===== src/rtl/survivor_ring_mem.sv =====
`timescale 1ns/1ps
`default_nettype none
// ============================================================================
// Module   : survivor_ring_mem
// Purpose  : Circular survivor-path memory for a Viterbi decoder. The ACS unit
//            writes at an auto-incrementing pointer; traceback reads by offset.
// Revision : 1.0 - initial release
// ============================================================================
module survivor_ring_mem #(
    parameter int DATA_WIDTH = 8,
    parameter int ADDR_WIDTH = 6,
    parameter int RDW_MODE   = 0
) (
    input  logic                  clk,
    input  logic                  rst_n,
    input  logic                  clear,
    input  logic                  wr_en,
    input  logic [DATA_WIDTH-1:0] wr_data,
    input  logic                  rd_req,
    input  logic [ADDR_WIDTH-1:0] rd_offset,
    output logic [DATA_WIDTH-1:0] rd_data,
    output logic                  rd_valid,
    output logic                  rd_err,
    output logic [ADDR_WIDTH-1:0] wr_ptr,
    output logic [ADDR_WIDTH:0]   fill_count,
    output logic                  full
);

    localparam int                  DEPTH        = 1 << ADDR_WIDTH;
    localparam logic [ADDR_WIDTH:0] C_FILL_MAX   = (ADDR_WIDTH + 1)'(DEPTH);
    localparam logic [ADDR_WIDTH-1:0] C_OLDEST   = ADDR_WIDTH'(DEPTH - 1);
    localparam logic [ADDR_WIDTH-1:0] C_ONE      = ADDR_WIDTH'(1);

    logic [DATA_WIDTH-1:0] mem [DEPTH];
    logic [DATA_WIDTH-1:0] mem_rd_q;

    logic [ADDR_WIDTH-1:0] wr_ptr_q,   wr_ptr_d;
    logic [ADDR_WIDTH:0]   fill_q,     fill_d;
    logic                  full_q,     full_d;
    logic                  rd_valid_q, rd_valid_d;
    logic                  rd_err_q,   rd_err_d;
    logic [DATA_WIDTH-1:0] hold_q,     hold_d;
    logic                  byp_q;
    logic [DATA_WIDTH-1:0] byp_data_q;

    logic                  w_wr_fire;
    logic                  w_rd_fire;
    logic [ADDR_WIDTH-1:0] w_rd_addr;
    logic                  w_rd_oob;
    logic                  w_collide;
    logic [DATA_WIDTH-1:0] w_rd_data;

    assign w_wr_fire = wr_en  & ~clear;
    assign w_rd_fire = rd_req & ~clear;
    assign w_rd_addr = wr_ptr_q - C_ONE - rd_offset;
    assign w_rd_oob  = ({1'b0, rd_offset} >= fill_q);
    // Offset DEPTH-1 on a full ring addresses exactly the slot being overwritten.
    assign w_collide = full_q & w_wr_fire & (rd_offset == C_OLDEST);

    // RAM array: read-first, no reset, so it maps onto block RAM.
    always_ff @(posedge clk) begin
        if (w_wr_fire) begin
            mem[wr_ptr_q] <= wr_data;
        end
        if (w_rd_fire) begin
            mem_rd_q <= mem[w_rd_addr];
        end
    end

    generate
        if (RDW_MODE == 1) begin : g_bypass
            logic                  byp_d;
            logic [DATA_WIDTH-1:0] byp_data_d;

            always_comb begin
                byp_d      = w_rd_fire & w_collide;
                byp_data_d = byp_d ? wr_data : byp_data_q;
            end

            always_ff @(posedge clk or negedge rst_n) begin
                if (!rst_n) begin
                    byp_q      <= 1'b0;
                    byp_data_q <= '0;
                end else begin
                    byp_q      <= byp_d;
                    byp_data_q <= byp_data_d;
                end
            end
        end else begin : g_no_bypass
            assign byp_q      = 1'b0;
            assign byp_data_q = '0;
        end
    endgenerate

    // Out-of-window reads return zero; idle cycles replay the last presented word.
    always_comb begin
        w_rd_data = hold_q;
        if (rd_valid_q) begin
            if (rd_err_q) begin
                w_rd_data = '0;
            end else if (byp_q) begin
                w_rd_data = byp_data_q;
            end else begin
                w_rd_data = mem_rd_q;
            end
        end
    end

    always_comb begin
        wr_ptr_d   = wr_ptr_q;
        fill_d     = fill_q;
        rd_valid_d = 1'b0;
        rd_err_d   = 1'b0;
        hold_d     = w_rd_data;

        if (clear) begin
            wr_ptr_d = '0;
            fill_d   = '0;
        end else begin
            if (w_wr_fire) begin
                wr_ptr_d = wr_ptr_q + C_ONE;
                if (!full_q) begin
                    fill_d = fill_q + 1'b1;
                end
            end
            if (w_rd_fire) begin
                rd_valid_d = 1'b1;
                rd_err_d   = w_rd_oob;
            end
        end
        full_d = (fill_d == C_FILL_MAX);
    end

    always_ff @(posedge clk or negedge rst_n) begin
        if (!rst_n) begin
            wr_ptr_q   <= '0;
            fill_q     <= '0;
            full_q     <= 1'b0;
            rd_valid_q <= 1'b0;
            rd_err_q   <= 1'b0;
            hold_q     <= '0;
        end else begin
            wr_ptr_q   <= wr_ptr_d;
            fill_q     <= fill_d;
            full_q     <= full_d;
            rd_valid_q <= rd_valid_d;
            rd_err_q   <= rd_err_d;
            hold_q     <= hold_d;
        end
    end

    assign rd_data    = w_rd_data;
    assign rd_valid   = rd_valid_q;
    assign rd_err     = rd_err_q;
    assign wr_ptr     = wr_ptr_q;
    assign fill_count = fill_q;
    assign full       = full_q;

endmodule
`default_nettype wire


===== config.mk =====
export PLATFORM = sky130hd
export DESIGN_NAME = survivor_ring_mem
export DESIGN_NICKNAME = d
export VERILOG_FILES = /design/src/rtl/survivor_ring_mem.sv
export SDC_FILE = /design/constraint.sdc
export NUM_CORES = 1
export LEC_CHECK = 0
export BUFFER_PORTS_ARGS = -buffer_cell sky130_fd_sc_hd__clkbuf_2
export CORE_UTILIZATION = 55
export CTS_BUF_LIST = sky130_fd_sc_hd__clkbuf_16
export CTS_CLUSTER_DIAMETER = 40
export CTS_CLUSTER_SIZE = 20
export DETAILED_ROUTE_END_ITERATION = 10
export GPL_ROUTABILITY_DRIVEN = 0
export GPL_TIMING_DRIVEN = 1
export HOLD_SLACK_MARGIN = 0.1
export PLACE_DENSITY = 0.71
export SYNTH_ARGS = -nofsm -noshare
export SYNTH_HDL_FRONTEND = slang
export SYNTH_SLANG_ARGS = --single-unit

===== constraint.sdc =====
create_clock -name clk -period 3.95 [get_ports clk]
set_input_delay 0.1975 -clock clk [delete_from_list [all_inputs] [get_ports clk]]
set_output_delay 0.1975 -clock clk [all_outputs]
set_load 0.02 [all_outputs]

# Word level (Yosys, flattened, before mapping)
# Memory sizes are Yosys's and may differ from the RTL's. A register that Yosys moved wholly into a read port is not among the register bits.
# Index checks and enable logic that the tools add are counted.
op_classes:
  bitwise: 3
  magnitude_cmp: 1
  add_sub_neg: 4
  mux: 13
  n_reduce_logical: 1
  n_eq_ne: 1
ops:
  columns: ["operator", "count"]
  rows:
  - ["$mux W7", 3]
  - ["$mux W8", 2]
  - ["$mux W6", 2]
  - ["$add A7 B1 Y7 const B", 1]
  - ["$eq A7 B7 Y1 const B", 1]
  - ["$ge A6 B7 Y1", 1]
  - ["$add A6 B1 Y6 const B", 1]
  - ["$mux W1", 6]
  - ["$sub A6 B1 Y6 const B", 1]
  - ["$sub A6 B6 Y6", 1]
  - ["$and A1 B1 Y1", 2]
  - ["$reduce_bool A2 Y1", 1]
  - ["$not A1 Y1", 1]
word_totals:
  word_cells: 30
  out_inout_bits: 24
  register_bits: 24
  memories: 1
  inputBits: 19
  ram_bits: 512
memory_table:
  columns: ["memory", "depth", "width", "read_ports", "rd_ports_with_merged_regs", "wr", "line", "text"]
  rows:
  - ["mem", 64, 8, 1, 1, 1, "34", "logic [DATA_WIDTH-1:0] mem [DEPTH];"]

# Longest topological paths before layout
# Gate-level depths: netlist of the first run.
logic_depth:
  ltp_word: 5
  depth_mapped: 11
  depth_no_buf: 9

# Worst setup path after synthesis of the first run
# OpenSTA, ideal clock, no wires.
synth_path:
  path_kind: "register to register"
  startpoint: "reg wr_ptr_q[0] (netlist: wr_ptr[0])"
  endpoint: "reg mem_rd_q[0], read port of mem (data pin)"
  path_stages_with_launch: 9
  t_required_ns: 3.689
  setup_slack_ns: 0.995
  setup_time_ns: 0.261
  t_arrival_ns: 2.695
  n_path_buf: 2
  synth_period_minus_slack_ns: 2.955
  path_cell_list: "dfrtp_1 > ha_1 > fa_1 > buf_2 > clkbuf_1 > mux4_2 > a211oi_1 > a31oi_1 > a221o_1"
synth_via:
  elab_chain_cells: 2
synth_rtl:
  columns: ["element", "line", "text"]
  rows:
  - ["start, declared", "37", "logic [ADDR_WIDTH-1:0] wr_ptr_q, wr_ptr_d;"]
  - ["start signal, assigned", "143", "wr_ptr_q <= wr_ptr_d;"]
  - ["$sub A6 B1 Y6", "55", "assign w_rd_addr = wr_ptr_q - C_ONE - rd_offset;"]
  - ["$sub A6 B6 Y6", "55", null]
  - ["end, declared", "35", "logic [DATA_WIDTH-1:0] mem_rd_q;"]
# No other way between the ends.
# A chain may end at the register's enable or synchronous reset.

# Worst setup path after layout of the first run
layout_path:
  startpoint: "reg wr_ptr_q[0] (netlist: wr_ptr[0])"
  endpoint: "reg mem_rd_q[4], read port of mem (data pin)"
# Same word-level chain as after synthesis.

==> results of run 1 <==
what timing repair did:
item / 4_1_cts / 5_1_grt
setup endpoints to repair: 0 / 0
hold endpoints to repair: 39 / 0
hold buffers: 8 / 0
report_power, final:
| part | leakage, nW | total, mW | internal (mW) | switching [mW] |
|---|---|---|---|---|
| Combinational | 2.07 | 1.46 | 0.647 | 0.809 |
| Clock | 0.864 | 5.13 | 2.91 | 2.22 |
| Sequential | 5.00 | 6.38 | 6.36 | 0.0235 |
| Total | 7.94 | 13.0 | 9.91 | 3.05 |
sequential cells by signal, summed over array words and instances (netlist names):
signal,flops
mem,512
hold_q,8
mem_rd_q,8
fill_count,7
wr_ptr,6
full,1
rd_err,1
rd_valid,1
cells by family (layout without fill, tap and decap cells):
kind of cell    count (synthesis)  after routing
mux                           178            178
buf+inv                        75            190
compound gates                 71             71
flops                         544            544
simple gates                  188            188
fa+ha+maj                      14             14
xor+xnor                       15             15
worst reg2reg max path: stages (launching register included):
cell and delay [ns]:
dfrtp_1 0.48, ha_4 0.21, fa_4 0.79, buf_12 0.36
mux4_2 0.42, and2_1 0.16, a211oi_1 0.34, a31oi_1 0.20
a221o_1 0.36
routing by layer:
layer  GRT usage (%)  up-vias
li1                -     4531
met1            34.3     5391
met2            34.6      456
met3            4.76       90
met4            8.37        0
met5               0        -
placed cells by master, fill, tap and decap left out, types with 9 or more instances in the layout:
cell type,count
buf_4,21
o21ai_0,10
nand2_1,52
mux2i_1,34
mux4_2,128
inv_1,22
a211oi_1,17
clkbuf_2,42
edfxtp_1,520
clkbuf_16,55
ha_1,12
dfrtp_1,24
and2_1,15
clkinvlp_4,9
mux2_2,16
nor2_1,84
a31oi_1,17
worst paths after layout:
kind / start / slack (ns) / cells past startpoint / endpoint
hold reg to reg: hold_q[4]$_DFF_PN0_ / 0.54 / 2 / hold_q[4]$_DFF_PN0_
hold / removal: rst_n / 0.17 / 2 / rd_valid$_DFF_PN0_
setup / recovery: wr_ptr[0]$_DFFE_PN0P_ / 0.36 / 8 / mem_rd_q[4]$_DFFE_PP_
max in group asynchronous: rst_n / 3.36 / 2 / wr_ptr[1]$_DFFE_PN0P_
min in group clk: wr_data[0] / 0.24 / 2 / mem[27][0]$_DFFE_PP_
setup reg to reg: wr_ptr[0]$_DFFE_PN0P_ / 0.36 / 8 / mem_rd_q[4]$_DFFE_PP_
through the flow:
| stage | instance area (µm²) | std cells |
|---|---|---|
| CTS | 24400 | 1718 |
| global route | 24400 | 1718 |
| global placement | 22500 | 1614 |
| detailed placement | 22500 | 1614 |
| finish | 24400 | 1718 |
| floorplan | 21700 | 1085 |
layout make-up:
cell class,instances,share of cell area [%]
clock buffer,55,5.65
clock inverter,41,1.73
inverter,19,0.293
multi-input combinational,466,20.9
sequential,544,66.6
tap,518,2.66
timing repair buffer,75,2.17
==> results.py, run 1 <==
metrics = {
    "synthesis": {
        "synth_area_um2": 21700,
        "ys_seq_elements": 544,
        "syn_nets": 1118,
        "synth-adder-area-share_pct": 0.843,
        "ys.flop_type": "edfxtp_1",
        "synth_top_area_share_pct": 72.0,
        "ys_seq_area_share_pct": 74.8,
        "yosys.area_share.simple_pct": 3.89,
        "synth_commonest_cells": "edfxtp_1, mux4_2, nor2_1",
        "synth.distinct_cells": 41,
        "synth_area_per_cell_um2": 20.0,
        "synth_top_family_by_area": "multiplexers",
        "netlist_top_cells_area": "edfxtp_1, mux4_2, dfrtp_1, mux2i_1, nor2_1",
        "synth_xor_area_share_pct": 0.692,
        "synth.mux.area_fraction_pct": 15.7,
        "yosysWarnings": 0,
        "synth_top_cell_by_area": "edfxtp_1",
        "synth_edf_count": 520,
        "syn_inst": 1085,
        "async_flop_share_pct": 4.41,
        "synth_most_common_cell": "edfxtp_1",
        "synth_compound_area_share_pct": 2.23,
    },
    "power": {
        "pwr_density_cell_nw_per_um2": 532,
        "total_power_mw": 13.0,
        "leakage_nw": 7.94,
        "ir_drop_v": 0.000295,
    },
    "cts": {
        "root_buffer": "clkbuf_16",
        "cts-resized-gates": 0,
        "insertion_delay_ns": 0.60,
        "htree_levels": 2,
        "cts_tree": "built",
        "cts_buffers": 53,
        "clk_pin_slew_worst_paths_ns": 0.07,
        "cts_buffer_depth": 3,
        "cts_sinks": 544,
        "post_cts_buffers": 0,
    },
    "final_layout": {
        "area_delta_synth_final_pct": 12.4,
        "nNetsFinal": 1192,
        "multiInputGateArea_um2": 5100,
        "final_util_pct": 62.9,
        "drive_gt1_share_pct": 25.6,
        "regArea_um2": 16200,
        "nFillCells": 2602,
        "antenna_cells": 0,
    },
    "route": {
        "drt-vias-per-instance": 6.09,
        "dr.max_layer_used": "met4",
        "routed_wl_um": 44700,
        "vias": 10500,
        "route.met3.wl_um": 3460,
        "drtPass1Iterations": 5,
        "drcViolationCount": 0,
        "drtIter0Drc": 1107,
        "drt-met1-wl_um": 18900,
        "ant_nets": 0,
        "met2_length_um": 20900,
        "wl_per_cell_um": 26.0,
    },
    "sta": {
        "hold_violations": 0,
        "max-slew-margin-rel_pct": 33.1,
        "setup_ws_ns": 0.364,
        "rsz0062_at_grt": "no",
        "final.setup_skew_ns": 0.0213,
        "setup_violations": 0,
        "final.min_clock_period_ns": 3.59,
        "timing.final.crit_share_pct": 90.8,
        "whs_ns": 0.172,
        "setup_tns_ns": 0,
        "fmax_ghz": 0.279,
        "tightest_slew_ns": 1.00,
        "drv_slew": 0,
    },
    "floorplanning": {
        "rows": 72,
        "die_area_um2": 40200,
        "die_y_um": 201,
        "core_um2": 38700,
        "die_w_um": 201,
        "start_util_pct": 56.0,
        "ios": 43,
    },
    "global_routing": {
        "grt_overflow": 0,
        "grt_usage_pct": 23.2,
        "grt_antenna_before_repair": 0,
        "grt_max_degree": 71,
        "grt_pass1_vias": 10700,
        "grt_pass1_wl_um": 68200,
    },
    "setup_path": {
        "critPathKind": "flip-flop to flip-flop",
        "max_stage_delay_ns": 0.79,
        "critPathLaunchType": "flip-flop",
        "crit_family": "adder cells",
        "critPathBufInv": 1,
        "crit_chain": "ha_4 > fa_4 > buf_12 > mux4_2 > and2_1 > a211oi_1 > a31oi_1 > a221o_1",
        "path_max_fanout": 70,
        "slowest_stage": "fa_4",
        "cp_data_required_time_ns": 4.29,
        "crit_path_end_kind": "flip-flop",
        "cp.arrival_ns": 3.92,
    },
    "placement": {
        "place_ws_ns": 0.432,
        "io_buffers": 42,
        "dpl.hpwl_um": 25900,
    },
    "min_path": {
        "hold_path_class": "input port to asynchronous set/reset pin",
    },
    "run_status": {
        "status": "finished clean",
    },
    "job": {
        "cap_violations": 0,
    },
}
Note: power is estimated with default switching activity, not from simulation.
==> inputs of run 2 (changes only) <==
--- a/config.mk
+++ b/config.mk
@@ -14,7 +14,7 @@
 export GPL_ROUTABILITY_DRIVEN = 0
 export GPL_TIMING_DRIVEN = 1
 export HOLD_SLACK_MARGIN = 0.1
-export PLACE_DENSITY = 0.71
+export PLACE_DENSITY = 0.77
 export SYNTH_ARGS = -nofsm -noshare
 export SYNTH_HDL_FRONTEND = slang
 export SYNTH_SLANG_ARGS = --single-unit
==> run 2 against run 1 <==
Net effect:
- first-iteration DRC count rose by 1.5%
- setup slack improved by 0.052 ns
- sequential power barely moved
- cell area rose by 0.45%
- register-to-register slack improved by 0.05 ns
- power rose by 1.5%
- clock power rose by 3%
- count of clock-buffer cells in the layout rose by 1
- sequential share of layout area fell by 0.30 points
- global-route usage rose by 0.83 points
- largest power group unchanged
- combinational power barely moved
==> results.py, run 2 (synthesis gave the netlist of run 1 again) <==
metrics = {
    "run_status": {
        "status": "finished clean",
    },
    "cts": {
        "insertion_delay_ns": 0.61,
        "post_cts_buffers": 0,
        "cts-resized-gates": 0,
        "cts_tree": "built",
        "holdBufCountCts": 8,
        "htree_levels": 2,
        "cts_buffers": 55,
        "cts_sinks": 544,
        "root_buffer": "clkbuf_16",
        "clk_pin_slew_worst_paths_ns": 0.07,
        "cts_buffer_depth": 3,
    },
    "setup_path": {
        "critPathBufInv": 1,
        "crit_path_end_kind": "flip-flop",
        "rrSetupSlack_ns": 0.42,
        "cp_data_required_time_ns": 4.31,
        "slowest_stage": "fa_4",
        "cp.arrival_ns": 3.89,
        "crit_chain": "ha_4 > fa_4 > buf_4 > mux4_2 > and2_0 > a211oi_1 > a31oi_1 > a221o_1",
        "reg2reg_depth": 8,
        "critPathKind": "flip-flop to flip-flop",
        "crit_family": "adder cells",
        "path_max_fanout": 24,
        "r2r-start": "wr_ptr[0]$_DFFE_PN0P_",
        "critPathLaunchType": "flip-flop",
        "regToRegEndpoint": "mem_rd_q[5]$_DFFE_PP_",
        "max_stage_delay_ns": 0.79,
    },
    "power": {
        "leakage_nw": 8.00,
        "ir_drop_v": 0.000315,
        "total_power_mw": 13.2,
        "pwr_density_cell_nw_per_um2": 538,
    },
    "route": {
        "drtIter0Drc": 1124,
        "routed_wl_um": 46900,
        "ant_nets": 0,
        "drt-vias-per-instance": 6.23,
        "drtPass1Iterations": 5,
        "drcViolationCount": 0,
        "wl_per_cell_um": 27.2,
        "vias": 10800,
    },
    "global_routing": {
        "grt_overflow": 0,
        "grt_usage_pct": 24.0,
        "grt_max_degree": 65,
        "grt_pass1_vias": 10900,
        "grt_antenna_before_repair": 0,
        "grt_pass1_wl_um": 70400,
    },
    "sta": {
        "drv_slew": 0,
        "hold_violations": 0,
        "max-slew-margin-rel_pct": 30.2,
        "timing.final.crit_share_pct": 89.5,
        "final.setup_skew_ns": 0.0292,
        "rsz0062_at_grt": "no",
        "setup_tns_ns": 0,
        "tightest_slew_ns": 1.04,
        "fmax_ghz": 0.283,
        "whs_ns": 0.118,
        "final.min_clock_period_ns": 3.53,
        "setup_violations": 0,
        "setup_ws_ns": 0.416,
    },
    "placement": {
        "io_buffers": 42,
        "place_ws_ns": 0.460,
        "dpl.hpwl_um": 28700,
        "place_area_um2": 22500,
    },
    "final_layout": {
        "drive_gt1_share_pct": 26.6,
        "nFillCells": 2565,
        "top_regs": "mem x512, hold_q x8, mem_rd_q x8",
        "mostFrequentLayoutCells": "edfxtp_1, mux4_2, nor2_1",
        "nNetsFinal": 1195,
        "antenna_cells": 0,
        "largest_reg_flops": 512,
        "mostFrequentLayoutCell": "edfxtp_1",
        "multiInputGateArea_um2": 5100,
        "regArea_um2": 16200,
        "area_delta_synth_final_pct": 12.9,
        "fin_area_um2": 24500,
        "regMostFlops": "mem",
    },
    "floorplanning": {
        "die_y_um": 201,
        "ios": 43,
        "core_um2": 38700,
        "die_w_um": 201,
        "die_area_um2": 40200,
        "start_util_pct": 56.0,
        "rows": 72,
    },
    "min_path": {
        "hold_path_class": "input port to asynchronous set/reset pin",
    },
    "job": {
        "cap_violations": 0,
    },
}
run 2: worst reg2reg max path: stages (launching register included):
cell	delay, ns
dfrtp_1	0.49
ha_4	0.22
fa_4	0.79
buf_4	0.36
mux4_2	0.38
and2_0	0.17
a211oi_1	0.36
a31oi_1	0.19
a221o_1	0.34
run 2: worst max path at each step:
stage                          start                     to  slack [ns]  cells past startpoint
2_1_floorplan  wr_ptr[0]$_DFFE_PN0P_  mem_rd_q[0]$_DFFE_PP_        0.99                      8
3_3_place_gp   wr_ptr[0]$_DFFE_PN0P_  mem_rd_q[5]$_DFFE_PP_        0.53                      8
3_5_place_dp   wr_ptr[0]$_DFFE_PN0P_  mem_rd_q[5]$_DFFE_PP_        0.46                      8
4_1_cts        wr_ptr[0]$_DFFE_PN0P_  mem_rd_q[5]$_DFFE_PP_        0.45                      8
5_1_grt        wr_ptr[0]$_DFFE_PN0P_  mem_rd_q[5]$_DFFE_PP_        0.31                      8
6_report       wr_ptr[0]$_DFFE_PN0P_  mem_rd_q[5]$_DFFE_PP_        0.42                      8
run 2: area by class of cell:
type	count	area share, %
sequential	544	66.3
clock inverter	48	2.08
inverter	19	0.291
tap	518	2.65
timing repair buffer	76	2.14
multi-input combinational	466	20.9
clock buffer	56	5.73
run 2: metrics by stage:
| step | util [%] | cells |
|---|---|---|
| after floorplan | - | 1085 |
| after global placement | 58.0 | 1615 |
| after detailed placement | 58.0 | 1615 |
| after CTS | 63.2 | 1727 |
| after global routing | 63.2 | 1727 |
| final | 63.2 | 1727 |
run 2: power breakdown:
| group | internal, mW | leakage, nW | switching [mW] |
|---|---|---|---|
| clock | 2.86 | 0.925 | 2.43 |
| combinational | 0.645 | 2.07 | 0.834 |
| sequential | 6.36 | 5.00 | 0.0283 |
run 2: layer usage:
| metal | GRT usage (%) | wire, µm |
|---|---|---|
| met5 | 0 | 0 |
| met4 | 8.78 | 1450 |
| met3 | 4.25 | 4100 |
| met2 | 37.8 | 22700 |
| met1 | 34.1 | 18700 |
==> inputs of run 3 (changes only) <==
--- a/config.mk
+++ b/config.mk
@@ -15,6 +15,8 @@
 export GPL_TIMING_DRIVEN = 1
 export HOLD_SLACK_MARGIN = 0.1
 export PLACE_DENSITY = 0.77
+export RECOVER_POWER = 25
+export SLEW_MARGIN = 20
 export SYNTH_ARGS = -nofsm -noshare
 export SYNTH_HDL_FRONTEND = slang
 export SYNTH_SLANG_ARGS = --single-unit
==> run 3 against run 2 <==
Net effect:
- the run now ends with max-capacitance violations, max-slew violations left
- largest power group unchanged
- maximum frequency rose by 0.26%
- cell area hardly changed
- critical endpoint unchanged
- die area is the same
==> results.py, run 3 (synthesis gave the netlist of run 1 again) <==
metrics = {
    "setup_path": {
        "rrSetupSlack_ns": 0.42,
        "cp_data_required_time_ns": 4.31,
        "r2r-start": "wr_ptr[0]$_DFFE_PN0P_",
        "path_max_fanout": 24,
        "regToRegEndpoint": "mem_rd_q[5]$_DFFE_PP_",
        "crit_path_end_kind": "flip-flop",
        "worstSetupStartpoint": "wr_ptr[0]$_DFFE_PN0P_",
        "worstSetupEndpoint": "mem_rd_q[5]$_DFFE_PP_",
        "cp.arrival_ns": 3.88,
        "critPathLaunchType": "flip-flop",
        "slowest_stage": "fa_4",
        "crit_chain": "ha_4 > fa_4 > buf_4 > mux4_2 > and2_0 > a211oi_1 > a31oi_1 > a221o_1",
        "reg2reg_depth": 8,
        "critPathKind": "flip-flop to flip-flop",
        "max_stage_delay_ns": 0.79,
    },
    "route": {
        "vias": 10700,
        "wl_per_cell_um": 27.2,
        "route.met3.wl_um": 4000,
        "drcViolationCount": 0,
        "drtIter0Drc": 1156,
        "drtPass1Iterations": 5,
        "routed_wl_um": 47000,
        "dr.max_layer_used": "met4",
        "ant_nets": 0,
        "drt-met1-wl_um": 18700,
        "drt-vias-per-instance": 6.22,
        "met2_length_um": 22900,
    },
    "sta": {
        "setup_tns_ns": 0,
        "whs_ns": 0.121,
        "rsz0062_at_grt": "no",
        "setup_ws_ns": 0.425,
        "setup_violations": 0,
        "final.min_clock_period_ns": 3.53,
        "timing.final.crit_share_pct": 89.2,
        "drv_slew": 260,
        "hold_violations": 0,
        "max-slew-margin-rel_pct": -113,
        "tightest_slew_ns": 3.19,
        "fmax_ghz": 0.284,
        "final.setup_skew_ns": 0.0305,
    },
    "floorplanning": {
        "die_w_um": 201,
        "core_um2": 38700,
        "start_util_pct": 56.0,
        "die_area_um2": 40200,
        "rows": 72,
        "ios": 43,
        "die_y_um": 201,
    },
    "cts": {
        "cts-resized-gates": 0,
        "root_buffer": "clkbuf_16",
        "cts_tree": "built",
        "htree_levels": 2,
        "clk_pin_slew_worst_paths_ns": 0.07,
        "cts_buffers": 55,
        "insertion_delay_ns": 0.62,
        "cts_buffer_depth": 3,
        "cts_sinks": 544,
    },
    "power": {
        "ir_drop_v": 0.000316,
        "leakage_nw": 7.97,
        "pwr_density_cell_nw_per_um2": 538,
        "total_power_mw": 13.2,
    },
    "placement": {
        "dpl.hpwl_um": 28700,
        "place_inst": 1615,
        "place_ws_ns": 0.460,
        "io_buffers": 42,
        "place_area_um2": 22500,
    },
    "final_layout": {
        "drive_gt1_share_pct": 26.0,
        "top_regs": "mem x512, hold_q x8, mem_rd_q x8",
        "mostFrequentLayoutCells": "edfxtp_1, mux4_2, nor2_1",
        "nNetsFinal": 1195,
        "area_delta_synth_final_pct": 12.8,
        "mostFrequentLayoutCell": "edfxtp_1",
        "largest_reg_flops": 512,
        "finalNonFillerCells": 1727,
        "regMostFlops": "mem",
        "antenna_cells": 0,
        "fin_area_um2": 24500,
        "final_util_pct": 63.1,
    },
    "global_routing": {
        "grt_antenna_before_repair": 0,
        "grt_usage_pct": 24.0,
        "grt_pass1_vias": 10900,
        "grt_max_degree": 65,
        "grt_pass1_wl_um": 70400,
        "grt_overflow": 0,
    },
    "run_status": {
        "status": "finished, violations left",
        "violations": "max-capacitance violations, max-slew violations",
    },
    "min_path": {
        "hold_path_class": "input port to asynchronous set/reset pin",
    },
    "job": {
        "cap_violations": 5,
    },
}
[run 3: cell type report]
class | instances | area (µm²)
Sequential cell | 544 | 16200
Tap cell | 518 | 648
Inverter | 19 | 71.3
Timing Repair Buffer | 76 | 505
Clock inverter | 48 | 509
Multi-Input combinational cell | 466 | 5100
Clock buffer | 56 | 1400
Fill cell | 2572 | 14300
[run 3: how the worst min path moves through the flow]
| stage | start | cells past startpoint | slack, ns | endpoint |
|---|---|---|---|---|
| detailed placement | rst_n | 1 | 0.22 | hold_q[3]$_DFF_PN0_ |
| finish | rst_n | 2 | 0.12 | hold_q[3]$_DFF_PN0_ |
| floorplan | rst_n | 0 | -0.1 | fill_count[0]$_DFF_PN0_ |
| global placement | rst_n | 1 | 0.22 | hold_q[4]$_DFF_PN0_ |
| CTS | rst_n | 2 | 0.12 | hold_q[3]$_DFF_PN0_ |
| global route | rst_n | 2 | 0.17 | hold_q[4]$_DFF_PN0_ |
[run 3: timing repair]
item / CTS / global route
buffers inserted: 0 / 0
endpoints found under the hold margin: 39 / 0
hold buffers: 8 / 0
[run 3: where the power goes]
| group | switching [mW] | total, mW | internal (mW) |
|---|---|---|---|
| Combinational | 0.832 | 1.47 | 0.643 |
| Clock | 2.44 | 5.30 | 2.86 |
| Sequential | 0.0281 | 6.39 | 6.36 |
[run 3: metal layers]
| metal | vias to the layer above | global-route usage (%) |
|---|---|---|
| met5 | - | 0 |
| met4 | 0 | 8.78 |
| met2 | 525 | 37.8 |
| li1 | 4554 | - |
| met3 | 98 | 4.25 |
| met1 | 5566 | 34.1 |
[run 3: critical path, delay by kind of cell, from the launching register on]
kind / cells / cell delay, ns
buffers and inverters: 1 / 0.37
muxes: 1 / 0.36
and+or+nand+nor: 1 / 0.17
adders and majority gates: 2 / 1.00
DFF: 1 / 0.48
AOI/OAI and AO/OA: 3 / 0.90
